[src/rtl/nf10_identifier_pkg.sv]
// nf10_identifier_pkg: shared constants and types for the nf10 identifier block.
//   - Register offsets within the 4 KiB window (byte addresses, ADDR[11:0]).
//   - AXI response codes.
//   - Write/read channel FSM state types.
package nf10_identifier_pkg;

  localparam logic [11:0] ID_BASE      = 12'h000;
  localparam logic [11:0] UPTIME_LO    = 12'h100;
  localparam logic [11:0] UPTIME_HI    = 12'h104;
  localparam logic [11:0] CTRL         = 12'h108;
  localparam logic [11:0] INFO         = 12'h10C;
  localparam logic [11:0] SCRATCH_BASE = 12'h200;

  localparam logic [1:0] RESP_OKAY   = 2'b00;
  localparam logic [1:0] RESP_SLVERR = 2'b10;
  localparam logic [1:0] RESP_DECERR = 2'b11;

  typedef enum logic {W_IDLE, W_RESP} w_state_t;
  typedef enum logic {R_IDLE, R_DATA} r_state_t;

  // Word address (ADDR[11:2]); the two byte-lane bits are ignored.
  function automatic logic [9:0] word_of(input logic [11:0] a);
    return a[11:2];
  endfunction

endpackage

[src/rtl/nf10_uptime_counter.sv]
// nf10_uptime_counter: free-running 64-bit cycle counter with snapshot latch.
//   clk, rst     : clock, asynchronous active-high reset
//   clear        : zero the counter (wins over preset and increment)
//   preset       : load preset_val (debug hook, tied off in normal use)
//   preset_val   : value loaded by preset
//   snap         : capture the upper 32 bits into snap_hi this cycle
//   count_lo     : live lower 32 bits of the counter
//   snap_hi      : upper 32 bits captured at the last snap
module nf10_uptime_counter (
  input  logic        clk,
  input  logic        rst,
  input  logic        clear,
  input  logic        preset,
  input  logic [63:0] preset_val,
  input  logic        snap,
  output logic [31:0] count_lo,
  output logic [31:0] snap_hi
);

  logic [63:0] count;

  always_ff @(posedge clk or posedge rst) begin
    if (rst) begin
      count   <= '0;
      snap_hi <= '0;
    end else begin
      if (clear)       count <= '0;
      else if (preset) count <= preset_val;
      else             count <= count + 64'd1;
      // Captured from the same pre-update value whose low half is being read,
      // so a LO-then-HI read pair never tears across a carry.
      if (snap)        snap_hi <= count[63:32];
    end
  end

  assign count_lo = count[31:0];

endmodule

[src/rtl/nf10_identifier_v2.sv]
// nf10_identifier_v2: AXI4-Lite slave exposing identification words, a 64-bit
// uptime counter with atomic LO/HI snapshot, byte-writable scratch registers,
// and SLVERR/DECERR responses for illegal accesses.
//   S_AXI_ACLK / S_AXI_ARESET : clock, asynchronous active-high reset
//   S_AXI_AW* / S_AXI_W*      : write address / data channels (independent)
//   S_AXI_B*                  : write response channel
//   S_AXI_AR* / S_AXI_R*      : read address / data channels (latency 1)
// Word 0 of C_ID_VALUE sits in the least significant 32 bits.
module nf10_identifier_v2
  import nf10_identifier_pkg::*;
#(
  parameter int C_S_AXI_DATA_WIDTH = 32,
  parameter int C_S_AXI_ADDR_WIDTH = 32,
  parameter int C_NUM_ID_WORDS     = 4,
  parameter logic [C_NUM_ID_WORDS*32-1:0] C_ID_VALUE =
    {32'h0000_0000, 32'h0000_0000, 32'h0001_0000, 32'h4E46_3130},
  parameter int C_NUM_SCRATCH      = 2,
  parameter logic [31:0] C_SCRATCH_RESET = 32'h0
) (
  input  logic                            S_AXI_ACLK,
  input  logic                            S_AXI_ARESET,
  input  logic [C_S_AXI_ADDR_WIDTH-1:0]   S_AXI_AWADDR,
  input  logic                            S_AXI_AWVALID,
  output logic                            S_AXI_AWREADY,
  input  logic [C_S_AXI_DATA_WIDTH-1:0]   S_AXI_WDATA,
  input  logic [C_S_AXI_DATA_WIDTH/8-1:0] S_AXI_WSTRB,
  input  logic                            S_AXI_WVALID,
  output logic                            S_AXI_WREADY,
  output logic [1:0]                      S_AXI_BRESP,
  output logic                            S_AXI_BVALID,
  input  logic                            S_AXI_BREADY,
  input  logic [C_S_AXI_ADDR_WIDTH-1:0]   S_AXI_ARADDR,
  input  logic                            S_AXI_ARVALID,
  output logic                            S_AXI_ARREADY,
  output logic [C_S_AXI_DATA_WIDTH-1:0]   S_AXI_RDATA,
  output logic [1:0]                      S_AXI_RRESP,
  output logic                            S_AXI_RVALID,
  input  logic                            S_AXI_RREADY
);

  localparam int SCR_N = (C_NUM_SCRATCH > 0) ? C_NUM_SCRATCH : 1;

  logic clk, rst;
  assign clk = S_AXI_ACLK;
  assign rst = S_AXI_ARESET;

  // Debug hook for presetting the uptime counter; tied off in the design.
  wire        uptime_preset     = 1'b0;
  wire [63:0] uptime_preset_val = 64'h0;

  w_state_t    w_state;
  r_state_t    r_state;
  logic [9:0]  aw_addr_q;
  logic [31:0] w_data_q;
  logic [3:0]  w_strb_q;
  logic [31:0] scratch [SCR_N];
  logic        clear_req;
  logic [31:0] count_lo, snap_hi;

  logic        aw_hs, w_hs, ar_hs, do_write, snap;
  logic [9:0]  wa, ra;
  logic [31:0] wd, rd_val;
  logic [3:0]  ws;
  logic [1:0]  rd_resp;

  logic unused_bits;
  assign unused_bits = ^{S_AXI_AWADDR[C_S_AXI_ADDR_WIDTH-1:12], S_AXI_AWADDR[1:0],
                         S_AXI_ARADDR[C_S_AXI_ADDR_WIDTH-1:12], S_AXI_ARADDR[1:0]};

  function automatic logic [1:0] wr_resp(input logic [9:0] a);
    if (a == word_of(CTRL))
      return RESP_OKAY;
    if (a[9:6] == SCRATCH_BASE[11:8] && int'(a[5:0]) < C_NUM_SCRATCH)
      return RESP_OKAY;
    if ((a[9:6] == ID_BASE[11:8] && int'(a[5:0]) < C_NUM_ID_WORDS) ||
        a == word_of(UPTIME_LO) || a == word_of(UPTIME_HI) || a == word_of(INFO))
      return RESP_SLVERR;
    return RESP_DECERR;
  endfunction

  // An address or data beat counts as present if it is handshaking now or
  // was latched earlier (its READY is already low).
  always_comb begin
    aw_hs    = S_AXI_AWVALID && S_AXI_AWREADY;
    w_hs     = S_AXI_WVALID && S_AXI_WREADY;
    ar_hs    = S_AXI_ARVALID && S_AXI_ARREADY;
    do_write = (w_state == W_IDLE) && (aw_hs || !S_AXI_AWREADY) && (w_hs || !S_AXI_WREADY);
    wa       = aw_hs ? S_AXI_AWADDR[11:2] : aw_addr_q;
    wd       = w_hs ? S_AXI_WDATA[31:0] : w_data_q;
    ws       = w_hs ? S_AXI_WSTRB[3:0] : w_strb_q;
    ra       = S_AXI_ARADDR[11:2];
    snap     = ar_hs && (ra == word_of(UPTIME_LO));
  end

  always_comb begin
    rd_val  = '0;
    rd_resp = RESP_DECERR;
    if (ra[9:6] == ID_BASE[11:8] && int'(ra[5:0]) < C_NUM_ID_WORDS) begin
      rd_resp = RESP_OKAY;
      for (int k = 0; k < C_NUM_ID_WORDS; k++)
        if (int'(ra[5:0]) == k) rd_val = C_ID_VALUE[32*k +: 32];
    end else if (ra == word_of(UPTIME_LO)) begin
      rd_resp = RESP_OKAY;
      rd_val  = count_lo;
    end else if (ra == word_of(UPTIME_HI)) begin
      rd_resp = RESP_OKAY;
      rd_val  = snap_hi;
    end else if (ra == word_of(CTRL)) begin
      rd_resp = RESP_OKAY;
    end else if (ra == word_of(INFO)) begin
      rd_resp = RESP_OKAY;
      rd_val  = {8'h02, 8'h00, 8'(C_NUM_SCRATCH), 8'(C_NUM_ID_WORDS)};
    end else if (ra[9:6] == SCRATCH_BASE[11:8] && int'(ra[5:0]) < C_NUM_SCRATCH) begin
      rd_resp = RESP_OKAY;
      for (int k = 0; k < C_NUM_SCRATCH; k++)
        if (int'(ra[5:0]) == k) rd_val = scratch[k];
    end
  end

  nf10_uptime_counter u_uptime (
    .clk        (clk),
    .rst        (rst),
    .clear      (clear_req),
    .preset     (uptime_preset),
    .preset_val (uptime_preset_val),
    .snap       (snap),
    .count_lo   (count_lo),
    .snap_hi    (snap_hi)
  );

  // ---- write channel: capture AW/W beats ----
  always_ff @(posedge clk) begin
    if (aw_hs) aw_addr_q <= S_AXI_AWADDR[11:2];
    if (w_hs) begin
      w_data_q <= S_AXI_WDATA[31:0];
      w_strb_q <= S_AXI_WSTRB[3:0];
    end
  end

  // ---- write channel: FSM and response ----
  always_ff @(posedge clk or posedge rst) begin
    if (rst) begin
      w_state       <= W_IDLE;
      S_AXI_AWREADY <= 1'b1;
      S_AXI_WREADY  <= 1'b1;
      S_AXI_BVALID  <= 1'b0;
      S_AXI_BRESP   <= RESP_OKAY;
      clear_req     <= 1'b0;
    end else begin
      clear_req <= 1'b0;
      case (w_state)
        W_IDLE: begin
          if (aw_hs) S_AXI_AWREADY <= 1'b0;
          if (w_hs)  S_AXI_WREADY  <= 1'b0;
          if (do_write) begin
            S_AXI_AWREADY <= 1'b0;
            S_AXI_WREADY  <= 1'b0;
            S_AXI_BVALID  <= 1'b1;
            S_AXI_BRESP   <= wr_resp(wa);
            clear_req     <= (wa == word_of(CTRL)) && ws[0] && wd[0];
            w_state       <= W_RESP;
          end
        end
        W_RESP: begin
          if (S_AXI_BREADY) begin
            S_AXI_BVALID  <= 1'b0;
            S_AXI_AWREADY <= 1'b1;
            S_AXI_WREADY  <= 1'b1;
            w_state       <= W_IDLE;
          end
        end
        default: w_state <= W_IDLE;
      endcase
    end
  end

  // ---- scratch registers: byte-lane writes ----
  always_ff @(posedge clk or posedge rst) begin
    if (rst) begin
      for (int k = 0; k < SCR_N; k++) scratch[k] <= C_SCRATCH_RESET;
    end else if (do_write && wa[9:6] == SCRATCH_BASE[11:8]) begin
      for (int k = 0; k < C_NUM_SCRATCH; k++)
        if (int'(wa[5:0]) == k)
          for (int b = 0; b < 4; b++)
            if (ws[b]) scratch[k][8*b +: 8] <= wd[8*b +: 8];
    end
  end

  // ---- read channel: registered data, latency 1 ----
  always_ff @(posedge clk or posedge rst) begin
    if (rst) begin
      r_state       <= R_IDLE;
      S_AXI_ARREADY <= 1'b1;
      S_AXI_RVALID  <= 1'b0;
      S_AXI_RRESP   <= RESP_OKAY;
      S_AXI_RDATA   <= '0;
    end else begin
      case (r_state)
        R_IDLE: begin
          if (ar_hs) begin
            S_AXI_ARREADY <= 1'b0;
            S_AXI_RVALID  <= 1'b1;
            S_AXI_RDATA   <= C_S_AXI_DATA_WIDTH'(rd_val);
            S_AXI_RRESP   <= rd_resp;
            r_state       <= R_DATA;
          end
        end
        R_DATA: begin
          if (S_AXI_RREADY) begin
            S_AXI_RVALID  <= 1'b0;
            S_AXI_ARREADY <= 1'b1;
            r_state       <= R_IDLE;
          end
        end
        default: r_state <= R_IDLE;
      endcase
    end
  end

endmodule
[config.mk]
export PLATFORM = sky130hd
export DESIGN_NAME = nf10_identifier_v2
export DESIGN_NICKNAME = d
export VERILOG_FILES = /design/src/rtl/nf10_identifier_pkg.sv /design/src/rtl/nf10_uptime_counter.sv /design/src/rtl/nf10_identifier_v2.sv
export SDC_FILE = /design/constraint.sdc
export NUM_CORES = 1
export LEC_CHECK = 0
export ABC_AREA = 1
export CORE_MARGIN = 2
export CORE_UTILIZATION = 32
export DETAILED_ROUTE_END_ITERATION = 10
export PLACE_DENSITY_LB_ADDON = 0.25
export REMOVE_ABC_BUFFERS = 1
export SLEW_MARGIN = 20
export SYNTH_ARGS = -nofsm -noshare
export SYNTH_HDL_FRONTEND = slang
export SYNTH_SLANG_ARGS = --single-unit
[constraint.sdc]
create_clock -name S_AXI_ACLK -period 6.3 [get_ports S_AXI_ACLK]
set_clock_uncertainty 0.1 [all_clocks]
set_input_delay 0.63 -clock S_AXI_ACLK [delete_from_list [all_inputs] [get_ports S_AXI_ACLK]]
set_output_delay 0.63 -clock S_AXI_ACLK [all_outputs]
set_load 0.005 [all_outputs]
Word level (Yosys, flattened, before mapping)
Cells that the tools add are included.
{"block": "word_totals", "register_bits": 250, "in_bits": 107, "output_inout_bits": 41}
{"block": "op_classes", "n_addsub": 1, "magnitude_cmp": 4, "eq_ne": 20, "mux": 64, "bitwise": 2, "reduce_logical": 38}
{"op": "$mux W32", "n": 12}
{"op": "$eq A10 B7 Y1 const B", "n": 8}
{"op": "$add A64 B1 Y64 const B", "n": 1}
{"op": "$mux W64", "n": 1}
{"op": "$mux W31", "n": 1}
{"op": "$mux W1", "n": 29}
{"op": "$mux W2", "n": 12}
{"op": "$reduce_and A3 Y1", "n": 8}
{"op": "$pmux W1 S2", "n": 7}
{"op": "$logic_and A1 B1 Y1", "n": 13}
{"op": "$eq A6 B2 Y1 const B", "n": 2}
{"op": "$eq A6 B3 Y1 const B", "n": 2}
{"op": "$logic_not A6 Y1", "n": 2}
{"op": "$lt A6 B2 Y1 const B", "n": 2}
{"op": "$lt A6 B3 Y1 const B", "n": 2}
{"op": "$reduce_and A2 Y1", "n": 6}
{"op": "$mux W10", "n": 1}
{"op": "$eq A4 B2 Y1 const B", "n": 2}
{"op": "$logic_not A4 Y1", "n": 2}
{"op": "$ne A2 B2 Y1 const B", "n": 4}
{"op": "$ne A3 B3 Y1 const B", "n": 2}
{"op": "$logic_or A1 B1 Y1", "n": 5}
{"op": "$mux W4", "n": 1}
{"op": "$logic_not A1 Y1", "n": 2}
{"op": "$not A1 Y1", "n": 2}

Depth between registers and ports, before layout
{"block": "logic_depth", "ltp_word": 16, "ltp_mapped": 11, "ltp_nobuf": 11}

Hierarchy
A second synthesis with hierarchy kept.
{"block": "unflattened", "hier_cells": 1821, "area_unflattened_um2": 13301.5}
{"mod": "nf10_identifier_v2", "instances": 1, "cells_each": 902, "area_each_um2": 7125.6, "seq_area_each_um2": 3602.2}
{"mod": "nf10_uptime_counter", "instances": 1, "cells_each": 919, "area_each_um2": 6175.9, "seq_area_each_um2": 2402.3}

Worst setup path after synthesis
No wires, ideal clock.
{"block": "synth_path", "kind": "input to register", "from": "input port S_AXI_ARADDR[11]", "to": "register u_uptime.snap_hi[26]", "t_arrival_ps": 1873, "path_slack_ps": 4197, "path_stages": 10, "n_path_buf": 2, "path_cell_list": "nor2_1 > nand2_1 > nor2_1 > nand2_1 > inv_2 > nand2_1 > clkbuf_1 > clkbuf_1 > nand2_1 > o21ai_0"}
{"block": "synth_between", "elab_chain_cells": 2}
{"item": "start: declaration", "line_no": "nf10_identifier_v2.sv:32", "source": "input logic [C_S_AXI_ADDR_WIDTH-1:0] S_AXI_ARADDR,"}
{"item": "$eq A10 B7 Y1", "line_no": "nf10_identifier_v2.sv:92", "source": "snap = ar_hs && (ra == word_of(UPTIME_LO));"}
{"item": "$logic_and A1 B1 Y1", "line_no": "nf10_identifier_v2.sv:92"}
{"item": "end signal: assignment", "line_no": "nf10_uptime_counter.sv:32", "source": "if (snap) snap_hi <= count[63:32];"}
{"item": "end: declaration", "line_no": "nf10_uptime_counter.sv:17", "source": "output logic [31:0] snap_hi"}
Every way passes these cells.
A chain may end at the register's enable or synchronous reset.

Worst setup path after layout
{"block": "layout_path", "from": "input port S_AXI_ARADDR[11]", "to": "register u_uptime.snap_hi[28]"}
The elaborated chain is that of the path after synthesis.

==> impl_metrics.csv <==
group,metric,value,unit
status,outcome,"complete, no violations",
yosys,synth_area_leader_cell,"dfrtp_1",
detailed_routing,drc,0,
min_path,hold_depth,2,
clocking,clock_latency,540,ps
sta,max_slew_margin,40.8,%
flow_run,maxCapViolations,0,
detailed_routing,drt-met1-wl,17100,um
floorplanning,initial_utilization,32.6,%
yosys,seq_area_frac_synth,50.1,%
finish,synthToLayoutAreaGrowth,19.8,%
clocking,clock-sinks,249,
floorplanning,core,36800,sq um
detailed_routing,top_layer,"met4",
detailed_routing,met2_length,16100,um
critical_path,critPathCaptureType,"register",
critical_path,cp_max_fo,47,
place,numPortBuffers,103,
sta,fin_crit_sh,57.8,%
floorplanning,die_w,198,um
sta,whs,348,ps
clocking,cts_max_level,1,
clocking,cts_made_buffers,28,
finish,layout.cells.most_common,"nand2_1",
power,p_int,0.00299,W
critical_path,cp.required,6630,ps
floorplanning,fp.dieH,198,um
sta,max_freq,274,MHz
grt,antenna_found_initial,0,
power,totalPowerFinal,0.00403,W
yosys,syn_area,12000,sq um
power,p_clk_share,40.4,%
clocking,ctsResizeCount,0,
sta,finalCriticalPeriod,3640,ps
grt,grt_usage,18.5,%
critical_path,timing.rr.end,"scratch[31]",
critical_path,rrSetupSlack,3450,ps
power,power_density,280,nW/um^2
grt,grt_pass1_wl,56800,um
place,place_hpwl,25700,um
grt,grt_pass1_vias,10300,
critical_path,worstPathArrival,3980,ps
finish,layout.nets,1795,
detailed_routing,first_pass_iters,5,
min_path,hold_end,"aw_addr_q[5]",
yosys,synth.area.top_cells,"dfrtp_1 (42%), nand2_1 (20%), dfxtp_1 (7.7%)",
detailed_routing,vias_per_cell,4.74,
detailed_routing,routed_wl,35300,um
floorplanning,num_rows,70,
critical_path,crit_start,"S_AXI_ARADDR[11]",
power,p_leak,6.78,nW
yosys,syn_area_per_cell,7.52,sq um
finish,final_cell_mix,"nand2_1 (639), nor2_1 (232), dfrtp_1 (200), nand3_1 (142), clkdlybuf4s50_1 (103)",
place,post-place-ws,2070,ps
critical_path,worstSetupStartpointType,"input port",
sta,hold_viol,0,
min_path,min_path_type,"register to register",
critical_path,reg2regPathDepth,9,
clocking,cts_hold_buf,0,
clocking,cts.reportedPaths.clkPinSlew,60,ps
yosys,synth_top_area_share,41.7,%
yosys,ys_ff_latch,249,
sta,rsz0062_at_grt,"false",
clocking,root_buffer,"clkbuf_16",
place,place_congestion,0.893,
yosys,synth_warnings,0,
sta,worstMarginPinSlew,885,ps
yosys,synthDistinctLibCells,33,
power,vdd_drop_max,211,uV
critical_path,r2r-start,"S_AXI_AWREADY",
critical_path,path_class,"input port to register",
power,switching_power,0.00104,W
detailed_routing,drt_iter0_drc,608,
yosys,syn_inst,1594,
finish,antenna_cells,0,
detailed_routing,dr_total_vias,10300,
sta,tns,0,ps
power,power_frac_seq,46.1,%
power,combinationalPowerShare,13.5,%
finish,drive_gt1_share,6.26,%
clocking,cts_tree,"built",
sta,finalMaxSlewViolations,0,
min_path,hp-start,"aw_addr_q[5]",
detailed_routing,wl_per_cell,16.2,um
finish,fin_util,39.1,%
floorplanning,die_area,39000,sq um
sta,worst_slack,2660,ps
detailed_routing,ant_nets,0,
power,swShare,25.8,%
floorplanning,ioPinCount,148,
detailed_routing,met3WireLength,1240,um
clocking,cts_buffer_depth,3,
grt,gr-total-overflow,0,
sta,setup_violations,0,
grt,grt_max_degree,104,
clocking,cts_setup_buffers,0,
routing by layer:
metal / global-route usage, % / up-vias
li1: - / 5185
met1: 25.8 / 4870
met2: 30.4 / 206
met3: 2.22 / 51
met4: 5.07 / 0
met5: 0 / -
power groups by stage:
stage | Sequential [W] | Clock (W) | Combinational [W]
detailed placement | 0.00188 | 0 | 0.000551
global route | 0.00188 | 0.00173 | 0.000617
CTS | 0.00186 | 0.00167 | 0.000554
finish | 0.00186 | 0.00163 | 0.000543
global placement | 0.00188 | 0 | 0.000539
floorplan | 0.00187 | 0 | 0.000378
per-stage QoR:
step,cells,area [sq um]
floorplan,1543,11700
global placement,2125,13500
detailed placement,2125,13500
CTS,2177,14400
global route,2177,14400
finish,2177,14400
flip-flops by register name, indices dropped and copies added, names as in the netlist:
register and count:
scratch 64, u_uptime.count 64, S_AXI_RDATA 32, u_uptime.snap_hi 32, w_data_q 32, aw_addr_q 10
w_strb_q 4, S_AXI_BRESP 2, S_AXI_ARREADY 1, S_AXI_AWREADY 1, S_AXI_BVALID 1, S_AXI_RRESP 1
S_AXI_RVALID 1, S_AXI_WREADY 1, clear_req 1, r_state 1, w_state 1
final cells by class:
cell class	instances	area, sq um
repair buffers	114	1110
flip-flops and latches	249	6000
multi-input cells	1196	5380
clock inverters	6	85.1
clock buffers	46	820
fillers	3913	22400
well taps	468	586
inverters	98	375
cells by family (layout without fill, tap and decap cells):
| family | count (synthesis) | in the layout | synth area share [%] |
|---|---|---|---|
| xor gates and xnor gates | 38 | 38 | 2.77 |
| AOI/OAI and AO/OA | 63 | 63 | 2.87 |
| adders and majority gates | 1 | 1 | 0.104 |
| and+or+nand+nor | 1062 | 1062 | 35.9 |
| muxes | 32 | 32 | 3.00 |
| buffers and inverters | 149 | 264 | 5.25 |
| DFF | 249 | 249 | 50.1 |
cells in the mapped netlist (all sizes together):
cell type,number
o22ai,1
xnor2,12
dfxtp,46
ha,1
inv,97
and2,7
nand2,648
nor2,242
o211ai,8
dfstp,3
clkbuf,29
xor2,26
a31oi,2
o21ai,43
nor3,10
clkinv,1
buf,22
o21a,2
nor4,1
nand3,142
mux2,32
nand4,12
a21oi,7
dfrtp,200
worst max-delay path, stage by stage:
cell and delay, ps:
clkdlybuf4s50_1 420, nor2_1 400, nand2_1 130, nor2_1 220, nand2_1 390, inv_2 680
nand2_2 700, o21ai_0 390
worst max path at each step:
stage | to | slack [ps]
floorplan | S_AXI_BRESP[0] | 40
global placement | u_uptime.snap_hi[29] | 2240
detailed placement | u_uptime.snap_hi[28] | 2070
CTS | u_uptime.snap_hi[28] | 2640
global route | u_uptime.snap_hi[18] | 2240
finish | u_uptime.snap_hi[28] | 2660
No activity file was read; power rests on OpenSTA's default activity.
